`config.mk`:
```
export PLATFORM = sky130hd
export DESIGN_NAME = if_layer_refrac_controller
export DESIGN_NICKNAME = d
export VERILOG_FILES = /design/src/rtl/snn_layer_pkg.sv /design/src/rtl/if_refrac_counter.sv /design/src/rtl/if_layer_refrac_controller.sv
export SDC_FILE = /design/constraint.sdc
export NUM_CORES = 1
export LEC_CHECK = 0
export BUFFER_PORTS_ARGS = -buffer_cell sky130_fd_sc_hd__buf_2
export CORE_ASPECT_RATIO = 1.1
export CORE_MARGIN = 4
export CORE_UTILIZATION = 49
export DETAILED_ROUTE_END_ITERATION = 6
export HOLD_SLACK_MARGIN = 0.06
export PLACE_DENSITY = 0.74
export SLEW_MARGIN = 20
export SYNTH_ARGS = -nofsm -noshare
export SYNTH_HDL_FRONTEND = slang
export SYNTH_SLANG_ARGS = --single-unit
```
`constraint.sdc`:
```
create_clock -name clk -period 3.19 [get_ports clk]
set_clock_uncertainty 0.1 [all_clocks]
set_input_delay 0.638 -clock clk [delete_from_list [all_inputs] [get_ports clk]]
set_output_delay 0.638 -clock clk [all_outputs]
set_load 0.02 [all_outputs]
```
`src/rtl/snn_layer_pkg.sv`:
```
// Shared helpers for the spiking-layer controllers.
//   refrac_width   : counter width able to hold a refractory length (min 1 bit)
//   lowest_set_bit : isolates the lowest-index set bit (one-hot or zero)
//   popcount       : number of set bits
//   sat_add        : unsigned add clamped to 2^w - 1
package snn_layer_pkg;

    localparam int unsigned MAX_N = 64;
    localparam int unsigned MAX_W = 32;

    function automatic int unsigned refrac_width(input int unsigned refrac);
        int unsigned w;
        w = $clog2(refrac + 1);
        return (w < 1) ? 1 : w;
    endfunction

    function automatic logic [MAX_N-1:0] lowest_set_bit(input logic [MAX_N-1:0] v);
        return v & (~v + MAX_N'(1));
    endfunction

    function automatic int unsigned popcount(input logic [MAX_N-1:0] v);
        int unsigned n;
        n = 0;
        for (int unsigned i = 0; i < MAX_N; i++) begin
            n = n + 32'(v[i]);
        end
        return n;
    endfunction

    function automatic logic [MAX_W-1:0] sat_add(input logic [MAX_W-1:0] a,
                                                 input logic [MAX_W-1:0] b,
                                                 input int unsigned      w);
        logic [63:0] sum;
        logic [63:0] max_v;
        max_v = (64'd1 << w) - 64'd1;
        sum   = 64'(a) + 64'(b);
        return (sum > max_v) ? max_v[MAX_W-1:0] : sum[MAX_W-1:0];
    endfunction

endpackage

```
`src/rtl/if_refrac_counter.sv`:
```
// Per-neuron refractory down-counter.
//   clk, rst         : clock, synchronous active-low reset
//   enable           : timestep advance; 0 holds the count
//   load             : reload the count to REFRAC (accepted or inhibited)
//   cnt_zero         : neuron is READY (count is zero)
//   cnt_next_nonzero : count after this edge will be nonzero
module if_refrac_counter
    import snn_layer_pkg::*;
#(
    parameter int unsigned REFRAC = 5
) (
    input  logic clk,
    input  logic rst,
    input  logic enable,
    input  logic load,
    output logic cnt_zero,
    output logic cnt_next_nonzero
);

    localparam int unsigned   CW     = refrac_width(REFRAC);
    localparam logic [CW-1:0] RELOAD = CW'(REFRAC);

    logic [CW-1:0] cnt_q;
    logic [CW-1:0] cnt_d;

    always_comb begin
        cnt_d = cnt_q;
        if (enable) begin
            if (load) begin
                cnt_d = RELOAD;
            end else if (cnt_q != '0) begin
                cnt_d = cnt_q - CW'(1);
            end
        end
    end

    always_ff @(posedge clk) begin
        if (!rst) begin
            cnt_q <= '0;
        end else begin
            cnt_q <= cnt_d;
        end
    end

    assign cnt_zero         = (cnt_q == '0);
    assign cnt_next_nonzero = (cnt_d != '0);

endmodule

```
`src/rtl/if_layer_refrac_controller.sv`:
```
// Layer spike controller for integrate-and-fire neurons: accepts spikes from
// READY neurons, runs per-neuron refractory windows, drives membrane resets,
// optionally applies winner-take-all inhibition, and counts accepted spikes.
//   clk, rst      : clock, synchronous active-low reset
//   enable        : timestep advance; 0 freezes state and blanks spike_out
//   spike_in      : raw neuron spikes
//   clear_cnt     : synchronous clear of spike_total (honoured when disabled)
//   spike_out     : accepted spikes, one-cycle registered pulses
//   neuron_rst    : registered membrane reset/hold per neuron
//   refrac_active : neuron refractory counter is nonzero
//   spike_total   : saturating accepted-spike count
module if_layer_refrac_controller
    import snn_layer_pkg::*;
#(
    parameter int unsigned NUM_NEURONS = 4,
    parameter int unsigned REFRAC      = 5,
    parameter bit          INHIBIT_EN  = 1'b0,
    parameter int unsigned CNT_W       = 8
) (
    input  logic                   clk,
    input  logic                   rst,
    input  logic                   enable,
    input  logic [NUM_NEURONS-1:0] spike_in,
    input  logic                   clear_cnt,
    output logic [NUM_NEURONS-1:0] spike_out,
    output logic [NUM_NEURONS-1:0] neuron_rst,
    output logic [NUM_NEURONS-1:0] refrac_active,
    output logic [CNT_W-1:0]       spike_total
);

    logic [NUM_NEURONS-1:0] cnt_zero;
    logic [NUM_NEURONS-1:0] cnt_next_nz;
    logic [NUM_NEURONS-1:0] valid;
    logic [NUM_NEURONS-1:0] accept;
    logic [NUM_NEURONS-1:0] inhibited;
    logic [NUM_NEURONS-1:0] load;
    logic [MAX_W-1:0]       pop;

    logic [NUM_NEURONS-1:0] spike_out_q,   spike_out_d;
    logic [NUM_NEURONS-1:0] neuron_rst_q,  neuron_rst_d;
    logic [CNT_W-1:0]       spike_total_q, spike_total_d;

    for (genvar i = 0; i < NUM_NEURONS; i++) begin : g_cnt
        if_refrac_counter #(
            .REFRAC(REFRAC)
        ) u_cnt (
            .clk              (clk),
            .rst              (rst),
            .enable           (enable),
            .load             (load[i]),
            .cnt_zero         (cnt_zero[i]),
            .cnt_next_nonzero (cnt_next_nz[i])
        );
    end

    // Arbitration: under inhibition only the lowest-index READY spiker wins and
    // every other neuron, refractory or not, restarts its window.
    always_comb begin
        valid     = spike_in & cnt_zero;
        accept    = valid;
        inhibited = '0;
        if (INHIBIT_EN) begin
            accept = NUM_NEURONS'(lowest_set_bit(MAX_N'(valid)));
            if (|accept) begin
                inhibited = ~accept;
            end
        end
        load = accept | inhibited;
        pop  = enable ? MAX_W'(popcount(MAX_N'(accept))) : '0;
    end

    always_comb begin
        spike_out_d  = '0;
        neuron_rst_d = neuron_rst_q;
        if (enable) begin
            spike_out_d  = accept;
            neuron_rst_d = accept | inhibited | cnt_next_nz;
        end
        if (clear_cnt) begin
            spike_total_d = CNT_W'(pop);
        end else begin
            spike_total_d = CNT_W'(sat_add(MAX_W'(spike_total_q), pop, CNT_W));
        end
    end

    always_ff @(posedge clk) begin
        if (!rst) begin
            spike_out_q   <= '0;
            neuron_rst_q  <= '1;
            spike_total_q <= '0;
        end else begin
            spike_out_q   <= spike_out_d;
            neuron_rst_q  <= neuron_rst_d;
            spike_total_q <= spike_total_d;
        end
    end

    assign spike_out     = spike_out_q;
    assign neuron_rst    = neuron_rst_q;
    assign refrac_active = ~cnt_zero;
    assign spike_total   = spike_total_q;

endmodule

```
==> impl_metrics.env <==
export IMPL_outcome="finished, final reports clean"
export IMPL_hold_viol_final=0
export IMPL_synth_cells=179
export IMPL_synth_edff_count=0
export IMPL_irDropWorstVdd_v=0.000317
export IMPL_min_from="neuron_rst[1]"
export IMPL_fp_dieArea_sq_mm=0.00418
export IMPL_cp_buffers_inverters=4
export IMPL_finalInstanceArea_sq_mm=0.00204
export IMPL_crit_chain="inv_2 > ha_4 > nor2b_4 > nand2_2 > fa_1 > inv_2 > ha_4 > nand2_4 > inv_2 > ha_4 > inv_2 > fa_2 > nor2b_4 > o21bai_4 > nand2b_4 > a221oi_4"
export IMPL_clk_pin_slew_ns=0.14
export IMPL_syn2layout_area_growth_pct=29.8
export IMPL_gp_congestion=0.823
export IMPL_post_route_drc_count=0
export IMPL_slew_headroom=0.669
export IMPL_netlist_cell_type_count=44
export IMPL_cts_root_buf="clkbuf_4"
export IMPL_async_flop_share=0
export IMPL_timing_final_ws_setup_ns=0.116
export IMPL_die_h_microns=67.4
export IMPL_clk_latency_ns=0.32
export IMPL_synth_xor_area_frac=0.0167
export IMPL_grt_max_degree=25
export IMPL_ys_flop_type="dfxtp_1"
export IMPL_worst_path_largest_cell_delay_ns=0.50
export IMPL_slowest_stage="fa_1"
export IMPL_synth_compound_area_frac=0.177
export IMPL_yosysSeqAreaShare=0.356
export IMPL_start_kind="register"
export IMPL_syn_cell_area_sq_mm=0.00157
export IMPL_h_tree_depth=1
export IMPL_worstSetupStartpoint="g_cnt[3].u_cnt.cnt_q[0]"
export IMPL_via_count=1433
export IMPL_syn_nets=202
export IMPL_timing_fmax_mhz=325
export IMPL_fin_cells=257
export IMPL_ys_ff_latch=28
export IMPL_timing_hold_ws_ns=0.395
export IMPL_grt_overflow_total=0
export IMPL_ys_top_cells_by_area="dfxtp_1 (36%), ha_1 (10%), nor2_1 (5.0%)"
export IMPL_max_cap_violations=0
export IMPL_drt_iter0_markers=91
export IMPL_p_total_uw=963
export IMPL_synthMuxAreaShare=0.0485
export IMPL_fin_crit_sh=0.964
export IMPL_rr_startpoint="g_cnt[3].u_cnt.cnt_q[0]"
export IMPL_wl_per_cell_microns=14.6
export IMPL_path_max_fanout=5
export IMPL_postSynthAreaPerCell_sq_um=8.79
export IMPL_finalSetupViolations=0
export IMPL_crit_family="adder cells"
export IMPL_grt_setup_unrepaired="true"
export IMPL_grt_pass1_wl_microns=6070
export IMPL_crit_type="reg2reg"
export IMPL_yosysTopAreaCellShare=0.356
export IMPL_leakage_nw=0.937
export IMPL_dp_hpwl_microns=2630
export IMPL_placed_cells=246
export IMPL_drv_slew=0
export IMPL_ant_nets=0
export IMPL_antennaDiodeCount=0
export IMPL_pin_count=28
export IMPL_powerDensity_mw_per_mm2=472
export IMPL_cts_buffers_inserted=3
export IMPL_cts_path_max_buffers=2
export IMPL_portBuffers=27
export IMPL_synthAdderAreaFrac=0.129
export IMPL_drt_pass1_iter_count=4
export IMPL_fin_crit_ns=3.07
export IMPL_worstHoldPathType="reg2reg"
export IMPL_core_area_sq_mm=0.00307
export IMPL_tightest_slew_ns=0.495
export IMPL_layout_cells_most_common="buf_2"
export IMPL_wirelength_microns=3750
export IMPL_synth_top_family_by_area="simple AND/OR/NAND/NOR gates"
export IMPL_fin_tns_setup_ns=0
export IMPL_grt_usage=0.193
export IMPL_via_per_inst=5.58
export IMPL_rows=21
export IMPL_synth_top_cell_by_area="dfxtp_1"
export IMPL_synth_simple_area_share=0.211
export IMPL_layout_nets=248
export IMPL_finalCoreUtilization=0.664
export IMPL_dpl_instance_area_sq_mm=0.00181
export IMPL_worst_path_most_repeated_cell="inv_2"
export IMPL_crit_required_ns=3.34
export IMPL_pre_cts_ws_ns=-0.232
export IMPL_yosys_warnings=0
export IMPL_cp_data_arrival_time_ns=3.22
export IMPL_cts_sinks=28
export IMPL_antenna_found_initial=0
export IMPL_drive_above_1_share=0.390
export IMPL_start_util=0.512
export IMPL_die_w_microns=62.0
export IMPL_grt_pass1_vias=1431
export IMPL_cp_end_kind="register"
export IMPL_cts_tree="done"
export IMPL_final_cell_mix="buf_2 (27), dfxtp_1 (23), nor2_1 (21), buf_4 (19), inv_1 (10)"
-- power breakdown --
group / internal [mW] / total (mW) / leakage (nW) / switching, mW
Sequential: 0.382 / 0.406 / 0.231 / 0.0245
Combinational: 0.196 / 0.413 / 0.691 / 0.218
Clock: 0.0444 / 0.144 / 0.0138 / 0.0997
Total: 0.622 / 0.963 / 0.937 / 0.342
-- sequential cells by signal, indices dropped and copies added, names as in the netlist --
register / count
g_cnt.u_cnt.cnt_q: 12
neuron_rst: 4
spike_out: 4
spike_total: 8
-- timing repair --
| action | in CTS | in global routing |
|---|---|---|
| resized for setup | 23 | 17 |
| buffers inserted | 3 | 5 |
| pin swaps | 8 | 11 |
| endpoints found under the setup margin | 5 | 8 |
| hold buffers | 0 | 0 |
-- kinds of logic (layout without fill, tap and decap cells) --
group | Yosys count | count (layout)
AOI/OAI and AO/OA | 40 | 40
xor gates and xnor gates | 3 | 3
adders and majority gates | 15 | 15
buffers and inverters | 24 | 68
DFF | 28 | 28
muxes | 7 | 7
and+or+nand+nor | 62 | 62
-- synth_stat cells, types with 2 or more instances --
library cell / number
a221oi_1: 3
a31oi_1: 2
nand3b_1: 2
buf_2: 3
a32oi_1: 2
and3_1: 5
o21bai_1: 2
a21oi_1: 9
dfxtp_1: 28
nand2_1: 12
nor3_1: 4
ha_1: 13
o21ai_0: 5
a21o_1: 3
xnor2_1: 2
mux2i_1: 5
a311oi_1: 2
fa_1: 2
a211oi_1: 2
nor2b_1: 4
nand2b_4: 3
inv_1: 19
a2bb2oi_1: 2
nor2_1: 21
nand2b_1: 4
o21a_1: 2
-- worst reg2reg max path, stage by stage, from the launching register on --
cell and delay (ns):
dfxtp_2 0.35, inv_2 0.07, ha_4 0.13, nor2b_4 0.14, nand2_2 0.08, fa_1 0.50, inv_2 0.05, ha_4 0.26
nand2_4 0.05, inv_2 0.06, ha_4 0.13, inv_2 0.04, fa_2 0.37, nor2b_4 0.15, o21bai_4 0.07, nand2b_4 0.19
a221oi_4 0.26
-- path summary, 6_finish.rpt --
check             slack, ns              to  cells after the start
setup / recovery       0.12  spike_total[1]                     16
hold / removal         0.40   neuron_rst[1]                      1
setup reg to reg       0.12  spike_total[1]                     16
hold reg to reg        0.40   neuron_rst[1]                      1
-- per-layer routing --
layer	track usage	part of all wire	routed length [microns]
met1	0.213	0.41	1530
met2	0.356	0.54	2010
met3	0.0421	0.032	121
met4	0.0610	0.021	80
met5	0	0	0
-- final cells by class --
class | count | area, sq um
clock buffer | 3 | 22.5
fill | 241 | 1030
inverter | 19 | 73.8
multi-input combinational | 127 | 1060
sequential | 28 | 567
tap | 34 | 42.5
timing repair buffer | 46 | 278
Note: power is estimated with default switching activity, not from simulation.
